$ cat src/rtl/load_store_unit_if.sv
// load_store_unit_if: core request/response and data-memory bus of the load/store unit
// Core side: req_valid/req_ready handshake, req_we/req_size/req_unsigned/req_addr/req_wdata fields,
//   resp_valid pulse with resp_err/resp_rdata.
// Memory side: mem_addr word index, mem_wd write word, mem_we write enable, mem_rd combinational read word.
// slave = the unit; master = the core plus memory around it.
interface load_store_unit_if;
  logic req_valid, req_ready, req_we, req_unsigned;
  logic [1:0] req_size;
  logic [31:0] req_addr, req_wdata;
  logic resp_valid, resp_err;
  logic [31:0] resp_rdata;
  logic [31:0] mem_addr, mem_wd, mem_rd;
  logic mem_we;
  modport master(
    output req_valid, req_we, req_size, req_unsigned, req_addr, req_wdata, mem_rd,
    input req_ready, resp_valid, resp_err, resp_rdata, mem_addr, mem_wd, mem_we
  );
  modport slave(
    input req_valid, req_we, req_size, req_unsigned, req_addr, req_wdata, mem_rd,
    output req_ready, resp_valid, resp_err, resp_rdata, mem_addr, mem_wd, mem_we
  );
endinterface

$ cat src/rtl/load_store_unit.sv
// load_store_unit: byte/halfword/word loads and stores onto a word-wide data memory
// Ports: clk, rst_n (async active-low), bus (load_store_unit_if.slave).
// Sub-word stores use read-modify-write (READ then WRITE); misaligned, illegal-size and
// out-of-range requests go straight to RESP with resp_err and never touch memory.
// Every output is decoded from registered state only, so none has a path from the inputs.
module load_store_unit #(
  parameter int MEM_WORDS = 32
) (
  input logic clk,
  input logic rst_n,
  load_store_unit_if.slave bus
);
  typedef enum logic [1:0] {IDLE, READ, WRITE, RESP} state_t;
  state_t state;
  logic we, uns, err, req_err;
  logic [1:0] size;
  logic [31:0] addr, wdata, buf_q, ext, merged;
  logic [7:0] b;
  logic [15:0] h;
  always_comb begin
    req_err = bus.req_size == 2'b11 || (bus.req_size == 2'b01 && bus.req_addr[0]) ||
              (bus.req_size == 2'b10 && bus.req_addr[1:0] != 2'b00) ||
              {2'b00, bus.req_addr[31:2]} >= 32'(MEM_WORDS);
    b = buf_q[8*addr[1:0] +: 8];
    h = addr[1] ? buf_q[31:16] : buf_q[15:0];
    ext = size == 2'b00 ? {{24{b[7] & ~uns}}, b} :
          size == 2'b01 ? {{16{h[15] & ~uns}}, h} : buf_q;
    merged = buf_q;
    if (size == 2'b00) merged[8*addr[1:0] +: 8] = wdata[7:0];
    else merged[16*addr[1] +: 16] = wdata[15:0];
  end
  assign bus.req_ready = state == IDLE;
  assign bus.resp_valid = state == RESP;
  assign bus.resp_err = state == RESP && err;
  assign bus.resp_rdata = (state == RESP && !we && !err) ? ext : 32'd0;
  assign bus.mem_we = state == WRITE;
  assign bus.mem_addr = (state == READ || state == WRITE) ? {2'b00, addr[31:2]} : 32'd0;
  assign bus.mem_wd = state == WRITE ? (size == 2'b10 ? wdata : merged) : 32'd0;
  always_ff @(posedge clk or negedge rst_n)
    if (!rst_n) begin
      state <= IDLE;
      buf_q <= '0;
      we <= 1'b0;
      uns <= 1'b0;
      err <= 1'b0;
      size <= '0;
      addr <= '0;
      wdata <= '0;
    end else begin
      case (state)
        IDLE: if (bus.req_valid) begin
          we <= bus.req_we;
          uns <= bus.req_unsigned;
          size <= bus.req_size;
          addr <= bus.req_addr;
          wdata <= bus.req_wdata;
          err <= req_err;
          state <= req_err ? RESP : (bus.req_we && bus.req_size == 2'b10) ? WRITE : READ;
        end
        READ: begin
          buf_q <= bus.mem_rd;
          state <= we ? WRITE : RESP;
        end
        WRITE: state <= RESP;
        default: state <= IDLE;
      endcase
    end
endmodule
$ cat src/flat_wrapper.sv
// flat-port wrapper written by rule: the top's interface ports become plain ports
module load_store_unit_flat 
#(
  parameter int MEM_WORDS = 32
)
  (clk, rst_n, bus_req_valid, bus_req_we, bus_req_size, bus_req_unsigned, bus_req_addr, bus_req_wdata, bus_mem_rd, bus_req_ready, bus_resp_valid, bus_resp_err, bus_resp_rdata, bus_mem_addr, bus_mem_wd, bus_mem_we);
  load_store_unit_if bus_i ();
  input logic clk;
  input logic rst_n;
  input wire logic [$bits(bus_i.req_valid)-1:0] bus_req_valid;
  input wire logic [$bits(bus_i.req_we)-1:0] bus_req_we;
  input wire logic [$bits(bus_i.req_size)-1:0] bus_req_size;
  input wire logic [$bits(bus_i.req_unsigned)-1:0] bus_req_unsigned;
  input wire logic [$bits(bus_i.req_addr)-1:0] bus_req_addr;
  input wire logic [$bits(bus_i.req_wdata)-1:0] bus_req_wdata;
  input wire logic [$bits(bus_i.mem_rd)-1:0] bus_mem_rd;
  output wire logic [$bits(bus_i.req_ready)-1:0] bus_req_ready;
  output wire logic [$bits(bus_i.resp_valid)-1:0] bus_resp_valid;
  output wire logic [$bits(bus_i.resp_err)-1:0] bus_resp_err;
  output wire logic [$bits(bus_i.resp_rdata)-1:0] bus_resp_rdata;
  output wire logic [$bits(bus_i.mem_addr)-1:0] bus_mem_addr;
  output wire logic [$bits(bus_i.mem_wd)-1:0] bus_mem_wd;
  output wire logic [$bits(bus_i.mem_we)-1:0] bus_mem_we;
  assign bus_i.req_valid = bus_req_valid;
  assign bus_i.req_we = bus_req_we;
  assign bus_i.req_size = bus_req_size;
  assign bus_i.req_unsigned = bus_req_unsigned;
  assign bus_i.req_addr = bus_req_addr;
  assign bus_i.req_wdata = bus_req_wdata;
  assign bus_i.mem_rd = bus_mem_rd;
  assign bus_req_ready = bus_i.req_ready;
  assign bus_resp_valid = bus_i.resp_valid;
  assign bus_resp_err = bus_i.resp_err;
  assign bus_resp_rdata = bus_i.resp_rdata;
  assign bus_mem_addr = bus_i.mem_addr;
  assign bus_mem_wd = bus_i.mem_wd;
  assign bus_mem_we = bus_i.mem_we;
  load_store_unit #(.MEM_WORDS(MEM_WORDS)) u_core (.clk(clk), .rst_n(rst_n), .bus(bus_i));
endmodule
$ cat config.mk
export PLATFORM = sky130hd
export DESIGN_NAME = load_store_unit_flat
export DESIGN_NICKNAME = d
export VERILOG_FILES = /design/src/rtl/load_store_unit_if.sv /design/src/rtl/load_store_unit.sv /design/src/flat_wrapper.sv
export SDC_FILE = /design/constraint.sdc
export NUM_CORES = 1
export LEC_CHECK = 0
export CORE_MARGIN = 2
export CORE_UTILIZATION = 35
export DETAILED_ROUTE_END_ITERATION = 10
export PLACE_DENSITY = 0.66
export SYNTH_ARGS = -nofsm -noshare
export SYNTH_HDL_FRONTEND = slang
export SYNTH_SLANG_ARGS = --single-unit
export TNS_END_PERCENT = 5
$ cat constraint.sdc
create_clock -name clk -period 3 [get_ports clk]
set_input_delay 0.3 -clock clk [delete_from_list [all_inputs] [get_ports clk]]
set_output_delay 0.3 -clock clk [all_outputs]
set_load 0.01 [all_outputs]
==> impl_metrics.json <==
{
  "critPathMaxFanout": 6,
  "switchingPower_uw": 3860,
  "fin_skew_ps": 7.90,
  "htree_levels": 3,
  "path_clk_slew_ps": 70,
  "drt-vias-per-instance": 5.41,
  "slowest_stage": "clkdlybuf4s50_1",
  "ys_warn_count": 0,
  "netlist.area_leader.share": 0.436,
  "cts_buffers": 9,
  "die_w_um": 134,
  "num_rows": 47,
  "path_buf_inv": 2,
  "setup.worst_path.end_class": "output pin",
  "synth_area_leaders": "dfrtp_1 (44%), mux2_2 (17%), and2_1 (3.4%), mux4_2 (3.0%), mux2i_1 (2.7%)",
  "place_worst_setup_slack_ps": 163,
  "multi_input_area_mm2": 0.00313,
  "antenna_left": 0,
  "synth.distinct_cells": 40,
  "slew_violations": 0,
  "violations": "setup timing",
  "vias": 5337,
  "arrival_ps": 2750,
  "timing.fmax_mhz": 327,
  "cts_max_path_buffers": 2,
  "dp_hpwl_mm": 15.3,
  "fin_crit_ps": 3050,
  "path_cells": "inv_2 -> ha_1 -> nand2b_1 -> nor4_4 -> a21oi_1 -> o31ai_1 -> clkdlybuf4s50_1",
  "place_inst": 967,
  "yosys-top-cells-count": "dfrtp_1 (103), mux2_2 (87), nor2_1 (42)",
  "sw_frac_of_total": 0.419,
  "final_nets": 874,
  "status": "complete, but fails checks",
  "critPathLaunchType": "register",
  "initial_core_util": 0.358,
  "p_clk_frac": 0.126,
  "worst_ep_required_time_ps": 2700,
  "grt_pass1_wl_mm": 30.5,
  "power_density_mw_per_mm2": 1080,
  "ff_latch_area_mm2": 0.00258,
  "power.leakage_uw": 0.00347,
  "ios": 203,
  "drt_iter0_drc": 453,
  "cts_tree": "yes",
  "syn_avg_cell_area_um2": 10.4,
  "grtUsageTotal": 0.221,
  "post_drt_wl_per_cell_um": 20.2,
  "p_comb_frac": 0.558,
  "grt_setup_unrepaired": "true",
  "internal-power_uw": 5360,
  "synth_edf_count": 0,
  "synth_cells": 566,
  "worst_slack_ps": -54.1,
  "fin_crit_sh": 1.02,
  "coreArea_mm2": 0.0165,
  "yosysMostFrequentCell": "dfrtp_1",
  "synth_area_mm2": 0.00591,
  "yosysSeqAreaShare": 0.436,
  "antenna_cells": 0,
  "die_h_um": 134,
  "path_class": "register to output pin",
  "clock-sinks": 103,
  "ys_ff_latch": 103,
  "crit_family": "buffers and inverters",
  "area_growth_syn_to_layout_pct": 44.1,
  "drcViolationCount": 0,
  "max-vdd-ir-drop_mv": 0.515,
  "drv_cap": 0,
  "async_flop_share": 1.00,
  "grt_max_degree": 56,
  "worst_slew_pin_slew_ps": 765,
  "drive_gt1_frac": 0.213,
  "die-area_mm2": 0.0179,
  "synth_ff_type": "dfrtp_1",
  "crit_path_max_incr_delay_ps": 590,
  "antenna_found_initial": 0,
  "clk_latency_ps": 360,
  "stdcell_count": 987,
  "port-buffer-count": 200,
  "synth_top_cell_by_area": "dfrtp_1",
  "fillers": 1491,
  "dr.pass1.iters": 5,
  "drt_wl_total_mm": 20.0,
  "seqPwrFrac": 0.315,
  "slew_headroom": 0.490,
  "hp-class": "register to register",
  "grt_pass1_vias": 5358,
  "finalSetupViolations": 3,
  "place_congestion": 0.937,
  "grt-ovfl-total": 0,
  "final-hold-violation-count": 0,
  "cts-root-buf": "clkbuf_16"
}
## worst paths after layout
check	end	cells past startpoint	slack (ps)	start
setup / recovery	bus_mem_wd[30]	7	-50	u_core.addr[1]
hold / removal	u_core.addr[11]	1	500	u_core.addr[11]
setup reg to reg	u_core.err	6	970	u_core.state[1]
hold reg to reg	u_core.addr[11]	1	500	u_core.addr[11]
max in group asynchronous	u_core.wdata[11]	3	1740	rst_n
min in group asynchronous	u_core.wdata[6]	2	520	rst_n
## registers in the layout (all words and copies together), names as in the netlist
signal        cells
u_core.addr      32
u_core.buf_q     32
u_core.wdata     32
u_core.size       2
u_core.state      2
u_core.err        1
u_core.uns        1
u_core.we         1
## per-layer routing
metal	global-route usage	share of wire	up-vias
met1	0.274	0.41	2604
met5	0	0	-
met2	0.369	0.48	259
li1	-	-	2437
met3	0.0703	0.088	37
met4	0.0703	0.028	0
## area by class of cell
cell class | instances | area share
inverters | 17 | 0.00750
clock buffers | 10 | 0.0281
flip-flops and latches | 103 | 0.303
repair buffers | 224 | 0.255
well taps | 220 | 0.0323
clock inverters | 6 | 0.00617
multi-input cells | 407 | 0.367
## placed cells by master (no fill, tap or decap), drive strengths merged, types with 17 or more instances in the layout
cell type and instances:
a211oi 19, a21oi 22, and2 32, buf 24
clkdlybuf4s50 181, dfrtp 103, inv 20, mux2 87
nand2 33, nor2 42, nor2b 17, o21ai 33
## stage by stage
| stage | hold WS, ps | utilization | setup TNS [ps] | power, µW | cell area, µm² |
|---|---|---|---|---|---|
| 4_1_cts | 496 | 0.512 | -1100 | 9210 | 8450 |
| 3_5_place_dp | 380 | 0.494 | 0 | 8060 | 8160 |
| 6_report | 504 | 0.515 | -70.7 | 9220 | 8510 |
| 3_3_place_gp | 368 | 0.494 | 0 | 7950 | 8160 |
| 5_1_grt | 519 | 0.515 | -758 | 9800 | 8510 |
| 2_1_floorplan | 4.41 | - | 0 | 5750 | 5910 |
## power by group through the flow
stage | clock (µW) | combinational [µW] | sequential, µW
3_5_place_dp | 0 | 5160 | 2900
4_1_cts | 1200 | 5130 | 2880
2_1_floorplan | 0 | 3260 | 2490
5_1_grt | 1260 | 5560 | 2980
3_3_place_gp | 0 | 5090 | 2860
6_report | 1160 | 5150 | 2910
## timing repair
item | 4_1_cts | 5_1_grt
hold endpoints to repair | 8 | 0
hold buffers | 1 | 0
resized for setup | 20 | 22
setup buffers | 0 | 3
gates cloned | 0 | 0
endpoints found under the setup margin | 49 | 30
pin swaps | 3 | 3
## logic make-up after synthesis
logic type / Yosys count / share of synthesized area
and+or+nand+nor: 166 / 0.147
AOI/OAI and AO/OA: 119 / 0.132
muxes: 111 / 0.223
DFF: 103 / 0.436
buffers and inverters: 57 / 0.0424
adders and majority gates: 9 / 0.0191
other: 1 / 0.000635
No activity file was read; power rests on OpenSTA's default activity.
==> RTL change 1, RTL diff (config.mk and constraints unchanged) <==
Reset style: synchronous (`rst_n`), changed in one clocked block. Comments in the files are not updated.
--- a/src/rtl/load_store_unit.sv
+++ b/src/rtl/load_store_unit.sv
@@ -36,7 +36,7 @@
   assign bus.mem_we = state == WRITE;
   assign bus.mem_addr = (state == READ || state == WRITE) ? {2'b00, addr[31:2]} : 32'd0;
   assign bus.mem_wd = state == WRITE ? (size == 2'b10 ? wdata : merged) : 32'd0;
-  always_ff @(posedge clk or negedge rst_n)
+  always_ff @(posedge clk)
     if (!rst_n) begin
       state <= IDLE;
       buf_q <= '0;
Formal check against the unedited RTL: differs if rst_n is asserted again (counterexample within 4 cycles, from zero or initial values and one cycle with rst_n low); with rst_n held inactive, the same outputs for 4 cycles.
==> RTL change 1 against the unedited design <==
  * Power decreased by 37%
  * Largest power group unchanged
  * Die area increased by 0.33%
  * Sequential cell count unchanged
  * Final area decreased by 0.98%
  * Wire length increased by 2.8%
  * Setup slack improved by 0.13 ns
  * Synthesized area increased by 0.34%
  * Critical endpoint is now bus_mem_wd[9]
  * Synthesized cell count increased by 31%
==> RTL change 1: results (changes against the unedited design) <==
Drt
  • Residual DRC count: 0 (unchanged)
  • Initial DRC Count: 464 (was 453)
  • DR vias: 5,870 (was 5,337)
  • Pre-Repair DR Iteration Count: 5 (unchanged)
  • Total Routed Length: 20,500 µm (was 20,000 µm)
  • WL/cell: 18.1 µm (was 20.2 µm)

Clock network
  • Root buf cell: clkbuf_16 (unchanged)
  • Clock Pin Slew Worst Setup and Hold Paths: 0.07 ns (about the same)
  • Cts bufs inserted: 9 (unchanged)
  • Maximum clock path buffer count: 2 (unchanged)
  • Htree depth: 3 (unchanged)
  • Clock Latency Late Sink: 0.35 ns

Global routing
  • Largest net degree at the start of global routing: 52 (was 56)
  • GRT Overall Usage: 22.4% (was 22.1%)
  • Initial antenna violation count: 0 (unchanged)
  • Number of global-route vias before repair: 5,587 (was 5,358)
  • First-pass GRT wire length: 31,600 µm (was 30,500 µm)

Placement
  • Placed wire-length estimate: 15,000 µm (was 15,300 µm)
  • DP Area: 0.00808 mm² (was 0.00816 mm²)
  • Placed insts: 1,119 (was 967)
  • Buffers on Ports: 200 (unchanged)
  • RePlAce Congestion: 0.896 (was 0.937)

Yosys
  • Synth warn: 0 (unchanged)
  • Synth area leaders: dfxtp_1 35%, nand2_1 11%, a21boi_0 8.6%, mux2i_1 8.4%, nor2b_1 5.1% (was dfrtp_1 44%, mux2_2 17%, and2_1 3.4%, mux4_2 3.0%, mux2i_1 2.7%)
  • Register area share after synthesis: 34.8% (was 43.6%)
  • Synthesized area per cell: 7.99 µm² (was 10.4 µm²)
  • Synth cell count leaders: 167 x nand2_1, 103 x dfxtp_1, 68 x a21boi_0 (was 103 x dfrtp_1, 87 x mux2_2, 42 x nor2_1)
  • Post-synth ARST share: 0% (was 100%)
  • Synth unique cells: 47 (was 40)

STA
  • Worst slew pin tran: 0.688 ns (was 0.765 ns)
  • Skew final: 0.00777 ns (was 0.00790 ns)

Power and ir drop
  • Leak: 3.02 nW (was 3.47 nW)
  • Worst vdd ir: 0.394 mV (was 0.515 mV)

Layout
  • Share of cells above drive strength 1: 6.11% (was 21.3%)
  • Diode count: 0 (unchanged)
  • Fin nets: 1,024 (was 874)
  • Largest regs: u_core.addr (32), u_core.buf_q (32), u_core.wdata (32) (unchanged)
  • Fillers: 1,650 (was 1,491)

Hold path
  • Worst Hold Class: in -> reg (was reg -> reg)

Outcome
  • Result of the run: finished clean (was complete, but fails checks)

Worst setup path
  • WP data arrival: 2.63 ns (was 2.75 ns)
  • CP Max Fanout: 16 (was 6)
## RTL change 1: worst paths after layout
path / to / start / cells past startpoint / slack, ns
hold / removal: u_core.err$_SDFFE_PN0P_ / rst_n / 3 / 0.31
setup reg to reg: u_core.wdata[24]$_SDFFE_PN0P_ / u_core.state[0]$_SDFFE_PN0P_ / 6 / 1.00
setup / recovery: bus_mem_wd[9] / u_core.addr[0]$_SDFFE_PN0P_ / 7 / 0.07
hold reg to reg: u_core.addr[10]$_SDFFE_PN0P_ / u_core.addr[10]$_SDFFE_PN0P_ / 2 / 0.46
## RTL change 1: worst max-delay path, stage by stage, from the launching register on
cell and delay, ns:
dfxtp_1 0.33, buf_4 0.27, ha_1 0.24, and4b_1 0.24, and2_1 0.27, a22oi_1 0.14, a21oi_1 0.21, clkdlybuf4s50_1 0.57
## RTL change 1: repair_timing
item,4_1_cts,5_1_grt
buffers inserted,1,1
gates cloned,0,0
gates resized for setup,9,11
endpoints found under the hold margin,0,0
hold buffers,0,0
pin swaps,1,0
setup endpoints to repair,13,30
## RTL change 1: metal layers
metal	up-vias	global-route usage, %	wire [µm]
met1	2665	29.8	9030
met4	0	5.67	414
met3	30	7.07	2120
met5	-	0	0
met2	290	35.3	8970
li1	2885	-	-
## RTL change 1: stage by stage
| step | worst slack [ns] | hold slack [ns] | total power [W] | TNS [ns] |
|---|---|---|---|---|
| after floorplan | 0.557 | 0.431 | 0.00347 | 0 |
| after global placement | 0.278 | 0.446 | 0.00455 | 0 |
| after detailed placement | 0.224 | 0.452 | 0.00457 | 0 |
| after CTS | 0.0000819 | 0.299 | 0.00578 | 0 |
| after global routing | -0.0687 | 0.331 | 0.00613 | -0.281 |
| final | 0.0710 | 0.312 | 0.00577 | 0 |
## RTL change 1: power breakdown
part	switching, W	leakage (nW)	internal (W)
sequential	0.000325	0.842	0.00164
combinational	0.00144	2.03	0.00116
clock	0.000561	0.146	0.000650
total	0.00233	3.02	0.00344
## RTL change 1: final cells by class
cell class / count / area, µm² / area share (%)
repair buffers: 217 / 2140 / 25.3
clock buffers: 9 / 225 / 2.67
flip-flops and latches: 103 / 2060 / 24.5
well taps: 220 / 275 / 3.27
clock inverters: 6 / 66.3 / 0.787
inverters: 9 / 33.8 / 0.401
multi-input cells: 572 / 3630 / 43.1
## RTL change 1: kinds of logic after synthesis
logic type,share of synthesized area (%)
flops,34.8
mux,11.5
simple gates,26.6
other cells,0.0633
fa+ha+maj,1.90
compound gates,20.3
buf+inv,4.81
==> RTL change 2, RTL diff (same settings) <==
Without the edit above. `MEM_WORDS` is set to 32 in 2 places; all go to 24.
--- a/src/rtl/load_store_unit.sv
+++ b/src/rtl/load_store_unit.sv
@@ -4,7 +4,7 @@
 // out-of-range requests go straight to RESP with resp_err and never touch memory.
 // Every output is decoded from registered state only, so none has a path from the inputs.
 module load_store_unit #(
-  parameter int MEM_WORDS = 32
+  parameter int MEM_WORDS = 24
 ) (
   input logic clk,
   input logic rst_n,
--- a/src/flat_wrapper.sv
+++ b/src/flat_wrapper.sv
@@ -1,7 +1,7 @@
 // flat-port wrapper written by rule: the top's interface ports become plain ports
 module load_store_unit_flat 
 #(
-  parameter int MEM_WORDS = 32
+  parameter int MEM_WORDS = 24
 )
   (clk, rst_n, bus_req_valid, bus_req_we, bus_req_size, bus_req_unsigned, bus_req_addr, bus_req_wdata, bus_mem_rd, bus_req_ready, bus_resp_valid, bus_resp_err, bus_resp_rdata, bus_mem_addr, bus_mem_wd, bus_mem_we);
   load_store_unit_if bus_i ();
Formal check against the unedited RTL: not equivalent (Yosys sat finds a counterexample within 4 cycles, from zero or initial values and one cycle with rst_n low).
==> RTL change 2 against the unedited design <==
  * The run still ends with negative setup slack left
  * Sequential cell count is the same
  * Setup slack gained 0.050 ns
  * Wire length grew 3.4%
  * Power grew 2.0%
  * Final area grew 1.7%
  * First-iteration DRC count shrank 2.6%
  * Combinational power grew 3%
  * Synthesized area grew 0.53%
  * Critical path type unchanged
==> RTL change 2: results (changes against the unedited design) <==
Yosys
  • Compound-Gate Fraction of Synth Area: 12.9% (was 13.2%)
  • Synth area leaders: dfrtp_1 43%, mux2_2 17%, and2_1 3.4%, mux4_2 3.0%, nor2_1 2.6% (was dfrtp_1 44%, mux2_2 17%, and2_1 3.4%, mux4_2 3.0%, mux2i_1 2.7%)
  • Register area share after synthesis: 43.4% (was 43.6%)
  • Mux contribution to synthesized area: 22.2% (was 22.3%)
  • Synthesized-area fraction occupied by adder cells: 1.90% (was 1.91%)
  • Synth cell count leaders: 103 x dfrtp_1, 88 x mux2_2, 41 x nor2_1 (was 103 x dfrtp_1, 87 x mux2_2, 42 x nor2_1)
  • Synthesized area per cell: 10.5 µm² (was 10.4 µm²)
  • Synth unique cells: 44 (was 40)

STA
  • PnR worst setup slack: -0.00375 ns (was -0.0541 ns)
  • Worst hold-check slack: 0.497 ns (was 0.504 ns)
  • Count of final setup violators: 1 (was 3)
  • Skew final: 0.00855 ns (was 0.00790 ns)

Drt
  • Initial DRC Count: 441 (was 453)
  • Total Routed Length: 20,700 µm (was 20,000 µm)

Outcome
  • Result of the run: complete, but fails checks (unchanged)
  • Failing checks: negative setup slack (unchanged)

Worst setup path
  • R2R Setup Slk: 0.89 ns (was 0.97 ns)
  • Worst r2r path cells: 4 (was 6)
  • Capturing point of the worst reg2reg path: u_core.wdata[8]$_DFFE_PN0P_ (was u_core.err$_DFFE_PN0P_)

Placement
  • RePlAce Congestion: 0.959 (was 0.937)
  • Pre-CTS setup slack: 0.234 ns (was 0.163 ns)
  • Placed insts: 968 (was 967)

Power and ir drop
  • Sw Share: 41.9% (about the same)
  • Leak: 3.60 nW (was 3.47 nW)
  • Worst vdd ir: 0.637 mV (was 0.515 mV)

Global routing
  • First-pass GRT wire length: 32,100 µm (was 30,500 µm)
  • Largest net degree at the start of global routing: 55 (was 56)
  • GRT Overall Usage: 23.1% (was 22.1%)

Hold path
  • Worst Hold Class: in -> async (was reg -> reg)
[RTL change 2: cell count changes after synthesis, sizes merged, moves of 2 or more]
cell    unedited run  this run
buf               23        20
inv               17        15
clkbuf            17        21
nand3             11         8
nand2b             2         4
nand3b             0         2
a21oi             22        24
[RTL change 2: per-layer routing]
layer  GRT usage, %  up-vias  share of wire (%)
met1           28.7     2586                 41
li1               -     2443                  -
met5              0        -                  0
met2           37.3      303                 47
met3           6.58       41                8.7
met4           10.6        0                3.6
[RTL change 2: logic make-up after synthesis]
family / after synthesis
adders and majority gates: 9
AOI/OAI and AO/OA: 118
DFF: 103
other: 1
muxes: 111
buffers and inverters: 56
and+or+nand+nor: 170
[RTL change 2: timing repair]
item / 4_1_cts / 5_1_grt
buffers inserted: 2 / 0
hold buffers: 1 / 0
setup endpoints to repair: 32 / 41
hold endpoints to repair: 37 / 0
pin swaps: 3 / 3
gates resized for setup: 25 / 24
[RTL change 2: final cells by class]
type	count	area (µm²)
fillers	1475	7930
well taps	220	275
flip-flops and latches	103	2580
clock buffers	11	253
clock inverters	5	46.3
inverters	15	56.3
repair buffers	223	2200
multi-input cells	410	3250
[RTL change 2: power groups by stage]
stage / clock (W) / combinational [W] / sequential [W]
after CTS: 0.00123 / 0.00522 / 0.00286
after floorplan: 0 / 0.00326 / 0.00250
after detailed placement: 0 / 0.00516 / 0.00287
final: 0.00119 / 0.00532 / 0.00289
after global placement: 0 / 0.00509 / 0.00284
after global routing: 0.00128 / 0.00575 / 0.00298
[RTL change 2: worst max path at each step]
stage / start / endpoint / slack (ns) / depth (start not counted)
4_1_cts: u_core.addr[0]$_DFFE_PN0P_ / bus_mem_wd[21] / -0.06 / 8
6_report: u_core.addr[0]$_DFFE_PN0P_ / bus_mem_wd[22] / -0.004 / 8
2_1_floorplan: u_core.addr[1]$_DFFE_PN0P_ / bus_mem_wd[10] / 0.55 / 9
5_1_grt: u_core.addr[0]$_DFFE_PN0P_ / bus_mem_wd[23] / -0.09 / 8
3_5_place_dp: u_core.addr[0]$_DFFE_PN0P_ / bus_mem_wd[21] / 0.23 / 7
3_3_place_gp: u_core.state[1]$_DFFE_PN0P_ / bus_resp_rdata[8] / 0.28 / 5
[RTL change 2: critical path: stages (launching register included)]
cell             delay, ns
dfrtp_1               0.38
inv_1                 0.10
buf_4                 0.17
ha_1                  0.24
and4bb_2              0.28
a21bo_4               0.28
a221oi_2              0.32
nor2_1                0.09
clkdlybuf4s50_1       0.48
